### src/rtl/ysyx_24080006_alu_imm.sv
// rtl/ysyx_24080006_alu_imm.sv - registered RV32E immediate decode and integer ALU
// Decodes the immediate, selects the ALU operands and registers the immediate and result for the next stage.
module ysyx_24080006_alu_imm #(
   parameter int XLEN = 32
) (
   input  logic            clk,
   input  logic            rst,
   input  logic            in_valid,
   input  logic [31:0]     inst,
   input  logic [XLEN-1:0] src1,
   input  logic [XLEN-1:0] src2,
   output logic            out_valid,
   output logic [XLEN-1:0] imm_out,
   output logic [XLEN-1:0] res,
   output logic [3:0]      alu_ctrl
);

   localparam logic [6:0] OP_IMM    = 7'b0010011;
   localparam logic [6:0] OP_LOAD   = 7'b0000011;
   localparam logic [6:0] OP_JALR   = 7'b1100111;
   localparam logic [6:0] OP_SYSTEM = 7'b1110011;
   localparam logic [6:0] OP_STORE  = 7'b0100011;
   localparam logic [6:0] OP_BRANCH = 7'b1100011;
   localparam logic [6:0] OP_LUI    = 7'b0110111;
   localparam logic [6:0] OP_AUIPC  = 7'b0010111;
   localparam logic [6:0] OP_JAL    = 7'b1101111;
   localparam logic [6:0] OP_REG    = 7'b0110011;

   logic [6:0]      opcode;
   logic [2:0]      funct3;
   logic [6:0]      funct7;
   logic [XLEN-1:0] imm;
   logic [XLEN-1:0] op1;
   logic [XLEN-1:0] op2;
   logic [4:0]      shamt;
   logic [XLEN-1:0] alu_res;

   assign opcode = inst[6:0];
   assign funct3 = inst[14:12];
   assign funct7 = inst[31:25];

   always_comb begin
      imm = '0;
      case (opcode)
         OP_IMM, OP_LOAD, OP_JALR, OP_SYSTEM:
            imm = {{20{inst[31]}}, inst[31:20]};
         OP_STORE:
            imm = {{20{inst[31]}}, inst[31:25], inst[11:7]};
         OP_BRANCH:
            imm = {{19{inst[31]}}, inst[31], inst[7], inst[30:25], inst[11:8], 1'b0};
         OP_LUI, OP_AUIPC:
            imm = {inst[31:12], 12'b0};
         OP_JAL:
            imm = {{11{inst[31]}}, inst[31], inst[19:12], inst[20], inst[30:21], 1'b0};
         default:
            imm = '0;
      endcase
   end

   assign op1   = src1;
   assign op2   = (opcode == OP_IMM) ? imm : src2;
   // srai carries funct7 in imm[11:5]; only the low five bits are the shift amount
   assign shamt = op2[4:0];

   always_comb begin
      alu_ctrl = {1'b0, funct3};
      if (funct7 == 7'b0100000) begin
         if (funct3 == 3'b000 && opcode == OP_REG)
            alu_ctrl = 4'b1000;
         else if (funct3 == 3'b101 && (opcode == OP_REG || opcode == OP_IMM))
            alu_ctrl = 4'b1101;
      end
   end

   always_comb begin
      alu_res = '0;
      case (alu_ctrl)
         4'b0000: alu_res = op1 + op2;
         4'b1000: alu_res = op1 - op2;
         4'b0001: alu_res = op1 << shamt;
         4'b0010: alu_res = {{(XLEN-1){1'b0}}, ($signed(op1) < $signed(op2))};
         4'b0011: alu_res = {{(XLEN-1){1'b0}}, (op1 < op2)};
         4'b0100: alu_res = op1 ^ op2;
         4'b0101: alu_res = op1 >> shamt;
         4'b1101: alu_res = $unsigned($signed(op1) >>> shamt);
         4'b0110: alu_res = op1 | op2;
         4'b0111: alu_res = op1 & op2;
         default: alu_res = '0;
      endcase
   end

   always_ff @(posedge clk) begin
      if (!rst) begin
         out_valid <= 1'b0;
         imm_out   <= '0;
         res       <= '0;
      end else begin
         out_valid <= in_valid;
         if (in_valid) begin
            imm_out <= imm;
            res     <= alu_res;
         end
      end
   end

endmodule

### config.mk
export PLATFORM = sky130hd
export DESIGN_NAME = ysyx_24080006_alu_imm
export DESIGN_NICKNAME = d
export VERILOG_FILES = /design/src/rtl/ysyx_24080006_alu_imm.sv
export SDC_FILE = /design/constraint.sdc
export NUM_CORES = 1
export LEC_CHECK = 0
export CELL_PAD_IN_SITES_DETAIL_PLACEMENT = 1
export CELL_PAD_IN_SITES_GLOBAL_PLACEMENT = 1
export CORE_AREA = 2 2 181 183
export CTS_BUF_LIST = sky130_fd_sc_hd__clkbuf_2
export CTS_CLUSTER_DIAMETER = 40
export CTS_CLUSTER_SIZE = 25
export DETAILED_ROUTE_END_ITERATION = 8
export DIE_AREA = 0 0 183 185
export HOLD_SLACK_MARGIN = 0.06
export PLACE_DENSITY_LB_ADDON = 0.1
export SETUP_SLACK_MARGIN = 0.05
export SLEW_MARGIN = 10
export SYNTH_ARGS = -nofsm -noshare
export SYNTH_HDL_FRONTEND = slang
export SYNTH_SLANG_ARGS = --single-unit
### constraint.sdc
create_clock -name clk -period 5.1 [get_ports clk]
set_input_delay 1.02 -clock clk [delete_from_list [all_inputs] [get_ports clk]]
set_output_delay 1.02 -clock clk [all_outputs]
set_load 0.005 [all_outputs]
-- Yosys cells after proc, flatten, opt, wreduce, memory -nomap -nowiden
Cells that the tools add are included.
- output and inout bits: 69
- register bits: 65
- word-level logic and storage cells: 47
- input bits: 99
- add/sub/neg operators: 2
- shift-type cells: 3
- bitwise logic cells: 3
- order comparisons: 2
- mux-type cells: 6
- reductions and logical operators: 7
- equality and inequality tests: 21
- operators by type and width (cell ; count):
    $pmux 32 s10 ; 1
    $pmux 32 s5 ; 1
    $lt 32x32->1 ; 2
    $add 32x32->32 ; 1
    $and 32x32->32 ; 1
    $mux 32 ; 1
    $or 32x32->32 ; 1
    $shl 32x5->32 ; 1
    $shr 32x5->32 ; 1
    $sshr 32x5->32 ; 1
    $sub 32x32->32 ; 1
    $xor 32x32->32 ; 1
    $eq 7x6->1 const B ; 4
    $eq 7x7->1 const B ; 4
    $eq 4x3->1 const B ; 4
    $eq 7x5->1 const B ; 2
    $mux 4 ; 3
    $eq 4x2->1 const B ; 2
    $eq 4x4->1 const B ; 2
    $eq 7x2->1 const B ; 1
    $eq 4x1->1 const B ; 1
    $logic_not 4->1 ; 1
    $reduce_or 4->1 ; 1
    $eq 3x3->1 const B ; 1
    4 further kinds ; 5

-- Longest topological paths before layout
Gate-level depths: netlist (run 1).
- depth in word-level cells: 8
- mapped depth: 24
- mapped depth without buffers: 21

-- Worst setup path after synthesis (run 1)
Ideal clock, no wire load.
- path type: input -> register
- start point: in inst[2]
- end point: reg res[26]
- setup time: 0.070 ns
- stages: 21
- arrival: 5.163 ns
- slack: -0.133 ns
- data required time: 5.030 ns
- buffers on the path: 4
- cell sequence: buf_6 -> or4b_4 -> nor3_2 -> a21oi_4 -> inv_2 -> buf_2 -> buf_4 -> buf_2 -> ha_1 -> inv_1 -> fa_1 -> nand2b_1 -> a221oi_1 -> o211a_1 -> o211a_1 -> o21ai_0 -> o21ai_0 -> a2111oi_0 -> or3_1 -> nand3_1 -> a21oi_1
- longest elaborated chain between the ends: 8
- elaborated cells on any way between the ends: 39
- those cells by class: 2 x add/sub; 19 x eq/ne; 3 x shift; 6 x mux; 3 x bitwise; 6 x reduce/logical
- ends and longest elaborated chain (item ; line ; RTL):
    start, declared ; 9 ; input logic [31:0] inst,
    branches (longest 7 deep; another with $sub 32x32->32) ; -- ;
    $pmux 32 s10 (*) ; 77 ; case (alu_ctrl)
    end signal, assigned ; 101 ; res <= alu_res;
    end, declared ; 14 ; output logic [XLEN-1:0] res,
Every way passes the cells marked *.
A chain may end at the register's enable or synchronous reset.

-- Worst setup path after layout (run 1)
- start point: in inst[2]
- end point: reg res[27]
Same word-level chain as after synthesis.

==> results of run 1 <==
-- routing by layer --
| layer | vias up | share of wire | routed length (um) | global-route usage |
|---|---|---|---|---|
| met5 | - | 0.00053 | 38 | 0 |
| met4 | 6 | 0.036 | 2580 | 0.144 |
| met3 | 146 | 0.090 | 6400 | 0.0769 |
| met2 | 871 | 0.43 | 30400 | 0.621 |
| met1 | 8043 | 0.45 | 31700 | 0.583 |
| li1 | 7103 | - | - | - |
-- timing repair --
item | CTS | global route
setup endpoints to repair | 4 | 17
cloned | 0 | 0
hold buffers | 0 | 0
resized for setup | 1 | 19
hold endpoints to repair | 0 | 0
pin swaps | 0 | 5
-- worst max-delay path by stage --
stage                          to  slack, ns  cells past startpoint
after global placement    res[31]      -0.70                     25
after CTS                 res[23]       0.09                     24
after detailed placement  res[23]      -0.74                     24
final                     res[27]       0.27                     21
after global routing      res[27]       0.05                     23
after floorplan           res[26]       0.05                     20
-- state kept, by name, summed over array words and instances, names as in the netlist --
name and count:
imm_out 32, out_valid 1, res 32
-- logic make-up (layout without fill, tap and decap cells) --
| kind of cell | count (synthesis) | count (layout) |
|---|---|---|
| DFF | 65 | 65 |
| xor gates and xnor gates | 24 | 24 |
| AOI/OAI and AO/OA | 644 | 644 |
| other | 0 | 2 |
| adders and majority gates | 100 | 100 |
| muxes | 107 | 107 |
| and+or+nand+nor | 545 | 545 |
| buffers and inverters | 232 | 649 |
-- critical path: cells and delay by family --
kind,cells,cell delay (ns)
and+or+nand+nor,6,1.39
adders and majority gates,1,0.34
AOI/OAI and AO/OA,6,1.25
muxes,1,0.13
buffers and inverters,6,1.17
xor gates and xnor gates,1,0.19
-- power by group through the flow --
stage / logic [mW] / registers [mW] / clock network (mW)
after floorplan: 0.745 / 0.568 / 0
after global placement: 1.54 / 0.574 / 0
after detailed placement: 1.56 / 0.575 / 0
after CTS: 1.57 / 0.566 / 0.501
after global routing: 1.72 / 0.569 / 0.513
final: 1.63 / 0.566 / 0.497
-- through the flow --
step	hold slack, ns	instances	total power, mW
after floorplan	0.473	1717	1.31
after global placement	0.460	2526	2.11
after detailed placement	0.465	2526	2.14
after CTS	0.510	2542	2.64
after global routing	0.534	2544	2.80
final	0.503	2544	2.69
-- cell usage in the layout (no fill, tap or decap), drive strengths merged, types with 46 or more instances in the layout --
master,count
dfxtp,65
o21ai,158
clkdlybuf4s50,162
mux2i,92
inv,98
ha,98
nor2,143
nand2,214
buf,368
a21oi,160
a211oi,46
-- area by class of cell --
type                       count  share of cell area
tap                          408              0.0314
sequential                    65              0.0801
antenna                        2            0.000308
multi-input combinational   1420               0.579
inverter                     100              0.0232
clock buffer                   9             0.00277
timing repair buffer         533               0.276
clock inverter                 7             0.00731
==> impl_metrics.yaml, run 1 <==
run_status:
  run_status: "finished clean"
power:
  switching_power_mw: 1.24
  p_seq_frac: 0.210
  power.clock.fraction: 0.184
  ir_worst_vdd_v: 0.000112
  cellLeakagePower_nw: 7.20
  intPower_mw: 1.45
  combinationalPowerShare: 0.605
  netSwitchingFraction: 0.461
  p_per_area_nw_per_um2: 166
cells_and_area:
  finalInstanceArea_um2: 16300
  area_delta_synth_final_pct: 40.0
  multiInputGateArea_um2: 9410
  fillers: 4143
  fin_util: 0.507
  seqCellArea_um2: 1300
  final_layout_size_suffix_gt1_frac: 0.209
  finalNetCount: 2328
worst_setup_path:
  cpPeakStageDelay_ns: 0.45
  worst_endpoint_required_time_ns: 5.78
  worstPathCellList: "clkdlybuf4s50_1 -> buf_4 -> or3_1 -> a21boi_2 -> a21oi_1 -> nand2_2 -> buf_4 -> o21a_1 -> inv_1 -> ha_1 -> buf_4 -> buf_4 -> nand3_1 -> nor4_2 -> nand4_1 -> a31oi_2 -> a311o_1 -> mux2i_1 -> xnor2_1 -> nand2_1 -> a31oi_1"
  worstSetupPathType: "input port to flip-flop"
  path_common_cell: "buf_4"
  crit-reg2reg-capture: "res[21]"
  setup.worst_path.end_class: "flip-flop"
  start_of_the_worst_register_to_register_path: "res[21]"
  critical_path_arrival_ns: 5.51
  timing.critical_path.from: "inst[2]"
  worst_path_max_delay_cell: "clkdlybuf4s50_1"
  critPathLaunchType: "input port"
  ff2ff_path_depth: 3
  timing.reg2reg.setup_slack_ns: 3.92
  critical_path_peak_fanout: 8
logic_synthesis:
  synth_fa_ha_area_frac: 0.109
  basic_gate_share_of_the_synthesized_area_counting_and_or_nand_and_nor_cells: 0.216
  postSynthRegisterBits: 65
  syn-num-nets: 1916
  mappedNetlistArea_um2: 11600
  postSynth.asyncResetShare: 0
  ys_top_cells_by_area: "dfxtp_1 (11%), ha_1 (11%), mux2i_1 (7.6%)"
  synthDominantAreaCellType: "dfxtp_1"
  post-synth-top-count-cell: "nand2_1"
  synth_xor_area_frac: 0.0181
  dominantRegCellSynth: "dfxtp_1"
  synth_edf_count: 0
  postSynthAreaPerCell_um2: 6.76
  mux_share_of_post_synthesis_cell_area: 0.104
  synth_cell_type_count: 86
  ys_seq_area_frac: 0.112
  fraction_of_the_mapped_netlist_area_in_compound_gates: 0.357
  yosysWarnings: 0
  commonest_cells_in_the_synthesized_netlist: "nand2_1 (213), a21oi_1 (158), o21ai_0 (155), nor2_1 (141), ha_1 (98)"
  postSynthCellCount: 1717
  synth_top_cell_area_share: 0.112
  dominant_combinational_cell_family_by_area_after_synthesis: "compound AO/OA/AOI/OAI gates"
floorplanning:
  rows: 66
  chipWidth_um: 183
  floorplan.io_pins: 168
  die_ar_um2: 33900
  core_region_area_um2: 32000
  initial_core_utilization: 0.362
  die_h_um: 185
global_route:
  grt_remaining_overflow: 0
  first_global_vias: 15900
  global_route.usage.total: 0.412
  grt_antenna_before_repair: 6
  grt_pass1_wl_mm: 103
  grt_start_max_net_pins: 73
timing:
  hold_viol: 0
  final_max_slew_viol_count: 0
  timing.max_slew.rel_slack: 0.373
  final.min_clock_period_ns: 4.83
  fin_skew_ns: 0
  layout_worst_path_cycle_share: 0.947
  max_slew.worst_pin.slew_ns: 0.940
  final.setup.tns_ns: 0
  clock.fmax_ghz: 0.207
  setup_ws_ns: 0.271
  setup_viol_count_final: 0
  unrepaired_setup_endpoints_after_global_routing: "false"
cts:
  h-tree-depth: 3
  cts_sinks: 65
  clk_path_buf_depth: 2
  clock_tree_from_tritoncts: "done"
  cts_root_buffer: "clkbuf_2"
  post-cts-setup-buffer-count: 0
  tritoncts.num_buffers: 9
  clk_pin_slew_ns: 0.28
  worst_skew_pair.late_latency_ns: 0.68
route:
  wirelength_routed_mm: 71.2
  first_pass_drt_iterations: 6
  avgViaCountPerCell: 6.36
  ant_nets: 0
  drt-initial-drc-count: 1746
  num_vias: 16200
  routed_wire_length_per_instance_um: 28.0
  drc: 0
placement:
  place_congestion: 1.04
  place.port_buffers: 167
  dp_worst_setup_slack_ns: -0.735
  place.detailed.hpwl_mm: 56.0
  postPlaceCellArea_um2: 16000
hold_path:
  whs_endpoint: "imm_out[6]"
  hold_start: "imm_out[6]"
  hold_class: "flip-flop to flip-flop"
  holdPathStages: 2
job:
  max_cap_viol_count: 0
No activity file was read; power rests on OpenSTA's default activity.
==> run 2: changes to the inputs <==
--- a/config.mk
+++ b/config.mk
@@ -5,6 +5,7 @@
 export SDC_FILE = /design/constraint.sdc
 export NUM_CORES = 1
 export LEC_CHECK = 0
+export CAP_MARGIN = 20
 export CELL_PAD_IN_SITES_DETAIL_PLACEMENT = 1
 export CELL_PAD_IN_SITES_GLOBAL_PLACEMENT = 1
 export CORE_AREA = 2 2 181 183
==> results of run 2 <==
Final layout, timing and power as in run 1 (identical DEF).
